===== src/rtl/alu_control_regfile_pkg.sv =====
// Shared constants and types for the single-cycle RV32I integer ALU with its register file.
// Holds the opcode constants, the ALU operation enum and the funct3-to-operation mapping.
package alu_control_pkg;

  localparam int XLEN  = 32;
  localparam int NREGS = 32;

  localparam logic [6:0] OPC_OP     = 7'h33;
  localparam logic [6:0] OPC_OP_IMM = 7'h13;
  localparam logic [6:0] OPC_SYSTEM = 7'h73;

  localparam logic [6:0] F7_BASE = 7'h00;
  localparam logic [6:0] F7_ALT  = 7'h20;

  typedef enum logic [3:0] {
    ALU_ADD,
    ALU_SUB,
    ALU_SLL,
    ALU_SLT,
    ALU_SLTU,
    ALU_XOR,
    ALU_SRL,
    ALU_SRA,
    ALU_OR,
    ALU_AND
  } alu_op_e;

  // Default operation for a funct3 value; the funct7 alternates (SUB, SRA) are chosen by the decoder.
  function automatic alu_op_e f3_op(input logic [2:0] f3);
    case (f3)
      3'd0:    return ALU_ADD;
      3'd1:    return ALU_SLL;
      3'd2:    return ALU_SLT;
      3'd3:    return ALU_SLTU;
      3'd4:    return ALU_XOR;
      3'd5:    return ALU_SRL;
      3'd6:    return ALU_OR;
      default: return ALU_AND;
    endcase
  endfunction

endpackage


===== src/rtl/alu_control_regfile_if.sv =====
// Instruction/result/debug bundle between the ALU-regfile block and whatever drives it.
// Instructions arrive one per cycle with no handshake: every clock edge consumes inst.
interface alu_control_regfile_if;
  import alu_control_pkg::*;

  logic [XLEN-1:0] inst;
  logic [XLEN-1:0] rd_data;
  logic            rd_we;
  logic            halted;
  logic [4:0]      dbg_num;
  logic [XLEN-1:0] dbg_data;

  modport master (
    output inst, dbg_num,
    input  rd_data, rd_we, halted, dbg_data
  );

  modport slave (
    input  inst, dbg_num,
    output rd_data, rd_we, halted, dbg_data
  );

endinterface


===== src/rtl/alu_regfile_array.sv =====
// 32x32 register storage: two combinational read ports, one debug read port, one write port.
// Reads see the pre-edge contents; x0 is never written and always reads zero.
module alu_regfile_array
  import alu_control_pkg::*;
(
  input  logic            clk,
  input  logic            rst_b,
  input  logic [4:0]      rs1_addr_i,
  input  logic [4:0]      rs2_addr_i,
  input  logic [4:0]      dbg_addr_i,
  output logic [XLEN-1:0] rs1_data_o,
  output logic [XLEN-1:0] rs2_data_o,
  output logic [XLEN-1:0] dbg_data_o,
  input  logic            we_i,
  input  logic [4:0]      wr_addr_i,
  input  logic [XLEN-1:0] wr_data_i
);

  logic [XLEN-1:0] regs_q [NREGS];

  always_ff @(posedge clk or negedge rst_b) begin
    if (!rst_b) begin
      for (int i = 0; i < NREGS; i++) regs_q[i] <= '0;
    end else if (we_i && (wr_addr_i != 5'd0)) begin
      regs_q[wr_addr_i] <= wr_data_i;
    end
  end

  assign rs1_data_o = (rs1_addr_i == 5'd0) ? '0 : regs_q[rs1_addr_i];
  assign rs2_data_o = (rs2_addr_i == 5'd0) ? '0 : regs_q[rs2_addr_i];
  assign dbg_data_o = (dbg_addr_i == 5'd0) ? '0 : regs_q[dbg_addr_i];

endmodule


===== src/rtl/alu_control_regfile.sv =====
// Single-cycle RV32I OP / OP-IMM executor: decode, ALU and register file, with a sticky
// halt raised by any SYSTEM opcode (ECALL/EBREAK) that blocks all further writes.
module alu_control_regfile
  import alu_control_pkg::*;
(
  input  logic                 clk,
  input  logic                 rst_b,
  alu_control_regfile_if.slave bus
);

  logic [6:0] opcode;
  logic [4:0] rd;
  logic [2:0] funct3;
  logic [4:0] rs1;
  logic [4:0] rs2;
  logic [6:0] funct7;

  assign opcode = bus.inst[6:0];
  assign rd     = bus.inst[11:7];
  assign funct3 = bus.inst[14:12];
  assign rs1    = bus.inst[19:15];
  assign rs2    = bus.inst[24:20];
  assign funct7 = bus.inst[31:25];

  logic            halted_q, halted_d;
  logic            dec_legal;
  logic            dec_use_imm;
  alu_op_e         dec_op;
  logic            f7_base, f7_alt;
  logic [XLEN-1:0] imm;
  logic [XLEN-1:0] rs1_data, rs2_data;
  logic [XLEN-1:0] op_a, op_b;
  logic [4:0]      shamt;
  logic [XLEN-1:0] alu_res;

  assign f7_base = (funct7 == F7_BASE);
  assign f7_alt  = (funct7 == F7_ALT);
  assign imm     = {{(XLEN-12){bus.inst[31]}}, bus.inst[31:20]};

  // funct7 must be exactly 0x00, or 0x20 where an alternate exists (SUB, SRA/SRAI).
  always_comb begin
    dec_legal   = 1'b0;
    dec_use_imm = 1'b0;
    dec_op      = ALU_ADD;
    case (opcode)
      OPC_OP: begin
        case (funct3)
          3'd0: begin
            dec_legal = f7_base | f7_alt;
            dec_op    = f7_alt ? ALU_SUB : ALU_ADD;
          end
          3'd5: begin
            dec_legal = f7_base | f7_alt;
            dec_op    = f7_alt ? ALU_SRA : ALU_SRL;
          end
          default: begin
            dec_legal = f7_base;
            dec_op    = f3_op(funct3);
          end
        endcase
      end
      OPC_OP_IMM: begin
        dec_use_imm = 1'b1;
        case (funct3)
          3'd1: begin
            dec_legal = f7_base;
            dec_op    = ALU_SLL;
          end
          3'd5: begin
            dec_legal = f7_base | f7_alt;
            dec_op    = f7_alt ? ALU_SRA : ALU_SRL;
          end
          default: begin
            dec_legal = 1'b1;
            dec_op    = f3_op(funct3);
          end
        endcase
      end
      default: begin
        dec_legal   = 1'b0;
        dec_use_imm = 1'b0;
        dec_op      = ALU_ADD;
      end
    endcase
  end

  alu_regfile_array u_array (
    .clk        (clk),
    .rst_b      (rst_b),
    .rs1_addr_i (rs1),
    .rs2_addr_i (rs2),
    .dbg_addr_i (bus.dbg_num),
    .rs1_data_o (rs1_data),
    .rs2_data_o (rs2_data),
    .dbg_data_o (bus.dbg_data),
    .we_i       (bus.rd_we),
    .wr_addr_i  (rd),
    .wr_data_i  (bus.rd_data)
  );

  assign op_a  = rs1_data;
  assign op_b  = dec_use_imm ? imm : rs2_data;
  // For immediate shifts op_b[4:0] is inst[24:20], so one shamt path serves both forms.
  assign shamt = op_b[4:0];

  always_comb begin
    alu_res = '0;
    case (dec_op)
      ALU_ADD:  alu_res = op_a + op_b;
      ALU_SUB:  alu_res = op_a - op_b;
      ALU_SLL:  alu_res = op_a << shamt;
      ALU_SLT:  alu_res = {{(XLEN-1){1'b0}}, ($signed(op_a) < $signed(op_b))};
      ALU_SLTU: alu_res = {{(XLEN-1){1'b0}}, (op_a < op_b)};
      ALU_XOR:  alu_res = op_a ^ op_b;
      ALU_SRL:  alu_res = op_a >> shamt;
      ALU_SRA:  alu_res = XLEN'($signed(op_a) >>> shamt);
      ALU_OR:   alu_res = op_a | op_b;
      ALU_AND:  alu_res = op_a & op_b;
      default:  alu_res = '0;
    endcase
  end

  assign bus.rd_data = dec_legal ? alu_res : '0;
  assign bus.rd_we   = dec_legal & ~halted_q;
  assign bus.halted  = halted_q;

  assign halted_d = halted_q | (opcode == OPC_SYSTEM);

  always_ff @(posedge clk or negedge rst_b) begin
    if (!rst_b) halted_q <= 1'b0;
    else        halted_q <= halted_d;
  end

endmodule


===== src/flat_wrapper.sv =====
// flat-port wrapper written by rule: the top's interface ports become plain ports
module alu_control_regfile_flat import alu_control_pkg::*;
  (clk, rst_b, bus_inst, bus_dbg_num, bus_rd_data, bus_rd_we, bus_halted, bus_dbg_data);
  alu_control_regfile_if bus_i ();
  input  logic clk;
  input  logic rst_b;
  input wire logic [$bits(bus_i.inst)-1:0] bus_inst;
  input wire logic [$bits(bus_i.dbg_num)-1:0] bus_dbg_num;
  output wire logic [$bits(bus_i.rd_data)-1:0] bus_rd_data;
  output wire logic [$bits(bus_i.rd_we)-1:0] bus_rd_we;
  output wire logic [$bits(bus_i.halted)-1:0] bus_halted;
  output wire logic [$bits(bus_i.dbg_data)-1:0] bus_dbg_data;
  assign bus_i.inst = bus_inst;
  assign bus_i.dbg_num = bus_dbg_num;
  assign bus_rd_data = bus_i.rd_data;
  assign bus_rd_we = bus_i.rd_we;
  assign bus_halted = bus_i.halted;
  assign bus_dbg_data = bus_i.dbg_data;
  alu_control_regfile u_core (.clk(clk), .rst_b(rst_b), .bus(bus_i));
endmodule

===== config.mk =====
export PLATFORM = sky130hd
export DESIGN_NAME = alu_control_regfile_flat
export DESIGN_NICKNAME = d
export VERILOG_FILES = /design/src/rtl/alu_control_regfile_pkg.sv /design/src/rtl/alu_control_regfile_if.sv /design/src/rtl/alu_regfile_array.sv /design/src/rtl/alu_control_regfile.sv /design/src/flat_wrapper.sv
export SDC_FILE = /design/constraint.sdc
export NUM_CORES = 2
export LEC_CHECK = 0
export BUFFER_PORTS_ARGS = -buffer_cell sky130_fd_sc_hd__buf_2
export CORE_MARGIN = 2
export CORE_UTILIZATION = 50
export CTS_CLUSTER_DIAMETER = 50
export DETAILED_ROUTE_END_ITERATION = 8
export PLACE_DENSITY = 0.65
export SLEW_MARGIN = 15
export SYNTH_ARGS = -nofsm -noshare
export SYNTH_HDL_FRONTEND = slang
export SYNTH_SLANG_ARGS = --single-unit

===== constraint.sdc =====
create_clock -name clk -period 12.4 [get_ports clk]
set_input_delay 2.48 -clock clk [delete_from_list [all_inputs] [get_ports clk]]
set_output_delay 2.48 -clock clk [all_outputs]
set_load 0.01 [all_outputs]

==> impl_metrics.yaml <==
outcome:
  violations: "DRC"
  outcome: "finished with violations"
cts:
  clkTransAtPathRegs_ns: 0.06
  hold_buffers: 0
  cts_tree: "built"
  htree_levels: 3
  cts_buffers: 118
  cts.sinks: 1025
  insertion_delay_ns: 0.80
  ctsResizeCount: 0
  post_cts_buffers: 0
  clock_tree.buffer_depth: 3
  root_buffer: "clkbuf_16"
critical_path:
  reg2reg_from: "u_core.u_array.regs_q[524]"
  timing.rr.end: "u_core.u_array.regs_q[639]"
  slowest_delay_ns: 0.74
  cp_max_fo: 44
  slowest_stage: "a221oi_4"
  cp.depth: 18
  r2r_cells: 16
  startpoint: "bus_inst[20]"
  crit_path_end: "bus_rd_data[31]"
  path_cells: "buf_8 > buf_4 > mux4_2 > mux4_2 > mux2i_1 > o21ai_0 > ha_1 > nand3_1 > or3_1 > o211ai_1 > a221oi_1 > o31ai_1 > a31oi_1 > a21boi_0 > xnor2_1 > a221oi_4 > nor2_1 > buf_2"
  reg2reg_slack_ns: 5.57
  worstSetupEndpointType: "output port"
  worst_ep_required_time_ns: 9.92
  critPathBufInv: 3
  critPathArrivalTime_ns: 9.33
  cpLargestDelayFamily: "compound AO/OA/AOI/OAI gates"
  criticalPathCategory: "in2out"
  worst_path_most_repeated_cell: "mux4_2"
  critPathLaunchType: "input port"
routing:
  wl_per_cell_um: 33.6
  vias_per_cell: 7.27
  vias: 60500
  drt-pass1-iter-count: 9
  antenna_left: 0
  initialDrtViolationCount: 9075
  wl_um: 280000
  drc: 2
synthesis:
  syn_nets: 6759
  ys_ff_latch: 1025
  synth_area_um2: 71200
  synth.top_cells.by_count: "dfrtp_1 (1025), nor2_1 (928), mux4_2 (805)"
  synth_mux_area_frac: 0.317
  synth_largest_area_cell: "dfrtp_1"
  synth_top_family_by_area: "multiplexers"
  synth_edf_count: 0
  yosys_warnings: 0
  postSynth.topFlopCell: "dfrtp_1"
  synth_xor_xnor_area_share: 0.00197
  synthAdderAreaFrac: 0.0180
  ys_types: 99
  syn_inst: 6619
  synth_most_common_cell: "dfrtp_1"
  yosysSeqAreaShare: 0.360
  synth_compound_area_frac: 0.151
  synth.top_cell.area_share: 0.360
  synthArstFlopShare: 1.00
  synth.area.top_cells: "dfrtp_1 (36%), mux4_2 (25%), nor2_1 (4.9%), a21oi_1 (4.5%), mux2i_1 (4.2%)"
  syn_area_per_cell_um2: 10.8
  synth-simple-area-share: 0.0995
timing:
  post-route-period-util: 0.952
  final.setup.tns_ns: 0
  hold_viol_final: 0
  rsz0062_at_grt: "no"
  worst_pin_slew_ns: 1.20
  period_needed_ns: 11.81
  finalSetupViolCount: 0
  relSlewSlack: 0.195
  fin_skew_ns: 0.0766
  slew_viol_final: 0
  max_freq_mhz: 84.7
global_routing:
  grt_pass1_vias: 58300
  antenna_found_initial: 6
  gr-total-overflow: 0
  grt_usage: 0.382
  grt_max_degree: 188
  grt_pass1_wl_um: 407000
final_layout:
  finalNetCount: 6473
  syn_to_final_growth_pct: 8.94
  fillers: 12000
  layout-drive-gt1-share: 0.246
flow_run:
  maxCapViolations: 0
power_and_ir_drop:
  pwr_density_cell_nw_per_um2: 108
  total_power_mw: 8.37
  leakagePower_nw: 32.5
  ir_drop_uv: 130
placed_design:
  place_congestion: 1.06
  dpl.hpwl_um: 179000
  portBuffers: 104
hold_path:
  holdCritPathClass: "reg2reg"
  hold-path-cell-count: 0
floorplan:
  die_area_um2: 145000
  ioPinCount: 105
  die_h_um: 381
  rows: 138
  die_x_um: 381
  core_area_um2: 141000
  initial_core_util: 0.504
==> final cells by class <==
class / count / area [um2] / share of cell area
Antenna cell: 2 / 5.00 / 0.0000645
Clock buffer: 148 / 3220 / 0.0415
Clock inverter: 71 / 1100 / 0.0142
Inverter: 105 / 402 / 0.00518
Multi-Input combinational cell: 4761 / 42300 / 0.546
Sequential cell: 1025 / 25600 / 0.331
Tap cell: 1890 / 2360 / 0.0305
Timing Repair Buffer: 322 / 2480 / 0.0320
==> worst min path at each step <==
stage / startpoint / end / slack (ns)
after floorplan: u_core.u_array.regs_q[996] / u_core.u_array.regs_q[996] / 0.45
after global placement: u_core.u_array.regs_q[996] / u_core.u_array.regs_q[996] / 0.39
after detailed placement: u_core.u_array.regs_q[996] / u_core.u_array.regs_q[996] / 0.39
after CTS: u_core.u_array.regs_q[996] / u_core.u_array.regs_q[996] / 0.40
after global routing: u_core.u_array.regs_q[996] / u_core.u_array.regs_q[996] / 0.42
final: u_core.u_array.regs_q[996] / u_core.u_array.regs_q[996] / 0.41
==> logic make-up after synthesis <==
logic type,Yosys count
AOI/OAI and AO/OA,1731
xor gates and xnor gates,16
adders and majority gates,101
buffers and inverters,833
DFF,1025
muxes,1208
and+or+nand+nor,1705
==> routing by layer <==
| layer | global-route usage | routed length, um | up-vias |
|---|---|---|---|
| met4 | 0.223 | 19700 | 8 |
| met1 | 0.511 | 102000 | 30300 |
| met3 | 0.121 | 38600 | 1091 |
| li1 | - | - | 24500 |
| met5 | 0 | 49 | - |
| met2 | 0.548 | 119000 | 4600 |
==> registers in the layout (all words and copies together) (netlist names) <==
name                   count
u_core.u_array.regs_q   1024
u_core.bus.halted          1
==> per-stage QoR <==
step | util | area, um2 | cells | hold slack, ns | worst slack [ns]
2_1_floorplan | - | 71200 | 6619 | 0.445 | 1.01
3_3_place_gp | 0.518 | 73200 | 8103 | 0.394 | 0.955
3_5_place_dp | 0.518 | 73200 | 8103 | 0.391 | 0.885
4_1_cts | 0.549 | 77600 | 8322 | 0.404 | 0.871
5_1_grt | 0.549 | 77600 | 8322 | 0.416 | 0.141
6_report | 0.549 | 77600 | 8324 | 0.413 | 0.594
==> power breakdown <==
group	total (mW)	switching [mW]	internal, mW
Combinational	1.11	0.762	0.349
Clock	3.85	1.57	2.28
Sequential	3.41	0.0320	3.37
==> worst register-to-register path, delay by kind of cell, from the launching register on <==
| family | cells | cell delay (ns) |
|---|---|---|
| xor gates and xnor gates | 1 | 0.15 |
| muxes | 3 | 1.69 |
| buffers and inverters | 1 | 0.47 |
| adders and majority gates | 1 | 0.53 |
| DFF | 1 | 0.40 |
| AOI/OAI and AO/OA | 8 | 2.78 |
| and+or+nand+nor | 2 | 0.65 |
==> cell usage in the layout (no fill, tap or decap), types with 38 or more instances in the layout <==
cell       Yosys  layout
clkbuf_16      0     118
dfrtp_1     1025    1025
mux2_2        70      70
o22ai_1       52      51
buf_4         26     203
nand3_1       41      40
buf_2         85      91
ha_1          99      99
nand4_1       43      43
and3_1        46      46
inv_1         90      90
o211ai_1      42      42
a21oi_1      642     636
a31oi_1      173     173
nand2_1      499     498
nor2_1       928     892
a22oi_1       51      50
nor3_1        43      38
o21ai_0      357     356
mux4_2       805     805
mux2i_1      300     300
Power figures use the tool's default switching activity.
